`src/rtl/gin_pe_fifo.sv`:
```
// Per-PE first-word-fall-through input buffer behind the GIN multicast controller.
// Define GIN_PE_FIFO_COUNT_EN to expose count_out and almost_full.
module gin_pe_fifo #(
    parameter int unsigned DATA_WIDTH = 64,
    parameter int unsigned DEPTH      = 4,
    parameter int unsigned AF_THRESH  = DEPTH - 1
) (
    input  logic                    clk,
    input  logic                    reset,
    input  logic [DATA_WIDTH-1:0]   data_in,
    input  logic                    enable_in,
    output logic                    ready_out,
    input  logic                    pop_in,
    output logic [DATA_WIDTH-1:0]   data_out,
    output logic                    valid_out,
`ifdef GIN_PE_FIFO_COUNT_EN
    output logic [$clog2(DEPTH):0]  count_out,
    output logic                    almost_full,
`endif
    output logic                    overflow_err
);

    localparam int unsigned PTR_W = $clog2(DEPTH);
    localparam int unsigned CNT_W = PTR_W + 1;

    // Reject configurations the pointer arithmetic cannot support.
    if (DEPTH < 2 || (DEPTH & (DEPTH - 1)) != 0 || AF_THRESH == 0 || AF_THRESH > DEPTH) begin : g_bad_param
        $error("gin_pe_fifo: DEPTH must be a power of two >= 2 and 1 <= AF_THRESH <= DEPTH");
    end

    logic [DATA_WIDTH-1:0] mem [DEPTH];
    logic [PTR_W-1:0]      rd_ptr;
    logic [PTR_W-1:0]      wr_ptr;
    logic [CNT_W-1:0]      count;
    logic                  full;
    logic                  empty;
    logic                  push;
    logic                  pop;

    assign full  = (count == CNT_W'(DEPTH));
    assign empty = (count == '0);
    assign push  = enable_in && !full;
    assign pop   = pop_in && !empty;

    // Flags and head word depend only on registered state.
    assign ready_out = !full;
    assign valid_out = !empty;
    assign data_out  = empty ? '0 : mem[rd_ptr];

`ifdef GIN_PE_FIFO_COUNT_EN
    assign count_out   = count;
    assign almost_full = (count >= CNT_W'(AF_THRESH));
`endif

    always_ff @(posedge clk) begin
        if (reset) begin
            rd_ptr       <= '0;
            wr_ptr       <= '0;
            count        <= '0;
            overflow_err <= 1'b0;
        end else begin
            if (push) begin
                wr_ptr <= wr_ptr + PTR_W'(1);
            end
            if (pop) begin
                rd_ptr <= rd_ptr + PTR_W'(1);
            end
            if (push && !pop) begin
                count <= count + CNT_W'(1);
            end else if (pop && !push) begin
                count <= count - CNT_W'(1);
            end
            // A dropped push is sticky until reset.
            if (enable_in && full) begin
                overflow_err <= 1'b1;
            end
        end
    end

    // Storage is not cleared; pointers alone define validity.
    always_ff @(posedge clk) begin
        if (!reset && push) begin
            mem[wr_ptr] <= data_in;
        end
    end

endmodule

```
`config.mk`:
```
export PLATFORM = sky130hd
export DESIGN_NAME = gin_pe_fifo
export DESIGN_NICKNAME = d
export VERILOG_FILES = /design/src/rtl/gin_pe_fifo.sv
export SDC_FILE = /design/constraint.sdc
export NUM_CORES = 1
export LEC_CHECK = 0
export CORE_ASPECT_RATIO = 1.4
export CORE_UTILIZATION = 55
export DETAILED_ROUTE_END_ITERATION = 6
export PLACE_DENSITY_LB_ADDON = 0.08
export SLEW_MARGIN = 5
export SYNTH_ARGS = -nofsm -noshare
export SYNTH_HDL_FRONTEND = slang
export SYNTH_SLANG_ARGS = --single-unit
```
`constraint.sdc`:
```
create_clock -name clk -period 12.4 [get_ports clk]
set_clock_uncertainty 0.15 [all_clocks]
set_input_delay 2.48 -clock clk [delete_from_list [all_inputs] [get_ports clk]]
set_output_delay 2.48 -clock clk [all_outputs]
set_load 0.005 [all_outputs]
```
# Word level (Yosys, flattened, before mapping)

Memories as Yosys holds them, arrays and structs flattened. A register that Yosys moved wholly into a read port is not among the register bits.
Cells that the tools add are included.

$add $sub $neg: 4
Muxes and demuxes: 7
Equal/unequal tests: 1
Reduce and logical (&&, ||, !) cells: 13

Operators with widths:

| cell                                                               | number |
|---|---|
| 64-bit two-way mux                                                 | 1 |
| 1-bit logical AND                                                  | 6 |
| 3-bit two-way mux                                                  | 2 |
| 1-bit zero test                                                    | 5 |
| 2-bit by 1-bit adder with 2-bit output, second input constant      | 2 |
| 2-bit two-way mux                                                  | 2 |
| 3-bit by 1-bit adder with 3-bit output, second input constant      | 1 |
| 3-bit equality test, second input constant                         | 1 |
| 3-bit zero test                                                    | 1 |
| 3-bit by 1-bit subtractor with 3-bit output, second input constant | 1 |
| 1-bit two-way mux                                                  | 2 |
| 2-bit nonzero test                                                 | 1 |

Input bits: 68
Bits in registers: 8
Word-level logic and storage cells: 30
Bits in writable memories: 256
Output and inout port bits: 67
Memories kept: 1

Memory list:

| name | words | bits a word | rd ports | clocked after memory_dff | wr ports | RTL line | RTL |
|---|---|---|---|---|---|---|---|
| mem  | 4     | 64          | 1        | 1                        | 1        | 31       | `logic [DATA_WIDTH-1:0] mem [DEPTH];` |

# Longest topological paths before layout

Depth in word-level cells: 7
Mapped depth: 10
Gate-level depth less buffers: 9

# Worst setup path after synthesis

Ideal clock, no wire load.

Kind: input-to-reg
Start: in reset
End: mem mem[3][0], enable pin
Stages on the path: 2
Path buffers: 1
Data required time: 11672 ps
Slack: 4289 ps
Setup time: 578 ps
Arrival: 7383 ps
Cells stage by stage: clkbuf_1 -> nor3b_1

Word-level cells in the longest chain between the ends: 4

Ends and longest elaborated chain:

| what                                    | RTL line | RTL |
|---|---|---|
| start: declaration                      | 9        | `input logic reset,` |
| 1-bit zero test                         | 82       | `if (!reset && push) begin` |
| 1-bit logical AND                       | 82       |  |
| 1-bit two-way mux                       | 82       |  |
| 1-bit two-way mux (implied by the code) | 83       | `mem[wr_ptr] <= data_in;` |
| end: declaration                        | 31       |  |

Every way passes these cells.

==> impl_metrics.ini <==
[sta]
post-route-period-util_pct = 47.0
hold_viol_final = 0
slew-limit-headroom_pct = 33.9
max_freq_mhz = 172
drv_slew = 0
fin_crit_ns = 5.82
rsz0062_at_grt = false
tns_ns = 0
worst_pin_slew_ns = 0.992
setup_ws_ns = 6.58
final-setup-viol-count = 0

[floorplan]
core-area_um2 = 18100
die_y_um = 163
row_count = 58
num_io_pins = 135
fp.dieArea_um2 = 19200
initial_utilization_pct = 56.7
die_w_um = 117

[drt]
postRouteAntennaNets = 0
wl_per_cell_um = 20.4
dr.pass1.iters = 4
vias = 4798
post-route-drc-count = 0
wl_mm = 17.5
initialDrtViolationCount = 278
via_per_inst = 5.58

[job]
maxCapViolations = 0

[placed_design]
gp_congestion = 0.668
port_buffers = 134
hpwl_mm = 9.74
placed_cell_area_um2 = 11800
place_ws_ns = 6.98

[yosys]
synth_cell_types = 27
syn-cell-area_um2 = 10200
synth-xor-area-share_pct = 0.342
synth.yosys.seq_area_share_pct = 77.0
synthCells = 458
synth.area.mux_share_pct = 14.3
synth-compound-area-share_pct = 0.562
synth_edf_count = 256
synth_top_family_by_area = multiplexers
yosys.area_share.simple_pct = 4.80
ys_ff_latch = 266
yosys_warnings = 0
synth_ff_type = edfxtp_1
synth-adder-area-share_pct = 0.807
syn_area_per_cell_um2 = 22.4
syn-num-nets = 532
ys_async_sr_fraction_pct = 0

[critical_path]
path_max_fanout = 34
critical_path_arrival_ns = 3.19
r2r_end = mem[0][0]$_DFFE_PP_
r2r_cells = 4
r2r_start = count[0]$_SDFFE_PP0P_
critPathKind = reg -> out
required_ns = 9.77
reg2reg_setup_slack_ns = 9.73
endpoint_kind = output pin
crit_path_start_kind = register

[clocking]
cts_made_buffers = 25
tritoncts = built
clockRootBuffer = clkbuf_16
clockBufferDepth = 3
cts_resized = 0
post_cts_buffers = 0
clock-sinks = 266
hold_buffers = 0
worstSkewPairLatency_ns = 0.52
clk_pin_slew_ns = 0.06
htreeDepth = 1

[global_routing]
grt_util_all_layers_pct = 19.1
grt_pass1_wl_mm = 28.0
antenna_found_initial = 0
grt_pass1_vias = 5252
grt_overflow = 0
grt_max_degree = 65

[hold_path]
worstHoldStart = overflow_err$_SDFFE_PP0P_
hold_class = reg -> reg
min_path_cells = 2
whs_endpoint = overflow_err$_SDFFE_PP0P_

[finish]
finish.instance_area_um2 = 12500
num-nets-final = 676
layout-drive-gt1-share_pct = 16.8
area_growth_pct = 21.8
filler_cell_count = 1169
antenna_cells = 0

[power_and_ir_drop]
p_leak_nw = 3.96
ir_drop_mv = 0.138
powerDensity_nw_per_um2 = 199

[status]
status = finished, final reports clean
-- metrics by stage --
stage               instances  utilization (%)  power, mW  hold slack (ns)
floorplan                 458                -       1.50            0.311
global route              860             69.0       2.60            0.375
detailed placement        815             65.0       1.85            0.321
global placement          815             65.0       1.84            0.308
CTS                       860             69.0       2.52            0.340
finish                    860             69.0       2.48            0.334
-- cells in the mapped netlist (5+ instances only) --
master	count	area share, %
mux4_2	60	13
ha_1	5	0.61
dfxtp_1	10	2.0
clkbuf_1	8	0.29
nor2_1	7	0.26
buf_12	6	1.2
buf_2	6	0.29
and2_1	64	3.9
edfxtp_1	256	75
-- area by class of cell --
cell class / count / area (µm²) / area share, %
inverter: 4 / 15.0 / 0.120
tap: 240 / 300 / 2.41
clock inverter: 16 / 75.1 / 0.602
multi-input combinational: 165 / 2150 / 17.3
timing repair buffer: 140 / 1390 / 11.1
clock buffer: 29 / 641 / 5.14
sequential: 266 / 7900 / 63.3
-- registers in the layout, indices dropped and copies added (netlist names), named ones only --
signal and cells:
mem 256, count 3, overflow_err 1, wr_ptr 2, rd_ptr 2
-- report_power, final --
group | switching (mW) | internal [mW] | total, mW
combinational | 0.263 | 0.448 | 0.710
sequential | 0.0593 | 1.04 | 1.10
clock | 0.301 | 0.368 | 0.669
total | 0.623 | 1.86 | 2.48
-- routing by layer --
| layer | vias up | track usage (%) | part of all wire [%] |
|---|---|---|---|
| met5 | - | 0 | 0 |
| li1 | 2147 | - | - |
| met1 | 2492 | 24.6 | 41 |
| met2 | 133 | 33.7 | 53 |
| met4 | 0 | 5.08 | 1.6 |
| met3 | 26 | 3.39 | 5.0 |
-- cells in the final DEF (no fill, tap or decap) --
cell type	count
inv_6	1
clkdlybuf4s50_1	134
or3_1	1
a31oi_1	1
mux4_1	4
o311ai_0	1
buf_4	6
or3_2	1
a21o_1	2
mux2i_1	1
o31ai_1	1
and2_1	64
nor3b_2	4
edfxtp_1	256
clkinv_2	4
clkbuf_16	25
dfxtp_4	2
nand2_1	1
nor2_1	7
o21ai_0	1
dfxtp_1	8
mux4_2	60
fa_1	1
ha_1	5
nand3_1	2
clkinv_4	1
xor2_1	4
clkbuf_1	4
or3b_1	1
a21oi_1	3
inv_1	4
clkinv_1	10
-- worst max-delay path, cell delays in order, from the launching register on --
cell and delay, ns:
dfxtp_4 0.79, buf_4 0.66, mux4_2 0.58, and2_1 0.19, clkdlybuf4s50_1 0.44
-- kinds of logic after synthesis --
group	after synthesis
XOR/XNOR	4
AO/OA/AOI/OAI	9
AND/OR/NAND/NOR	81
adder cells (fa/ha/maj)	6
multiplexers	65
buffers and inverters	27
flip-flops	266
-- worst max path at each step --
stage	startpoint	end	cells past startpoint
after detailed placement	register	data_out[3]	4
after global placement	register	data_out[9]	4
after global routing	register	data_out[0]	4
after floorplan	reset	mem[3][0]$_DFFE_PP_	2
after CTS	register	data_out[3]	4
final	register	data_out[59]	4
Power figures use the tool's default switching activity.
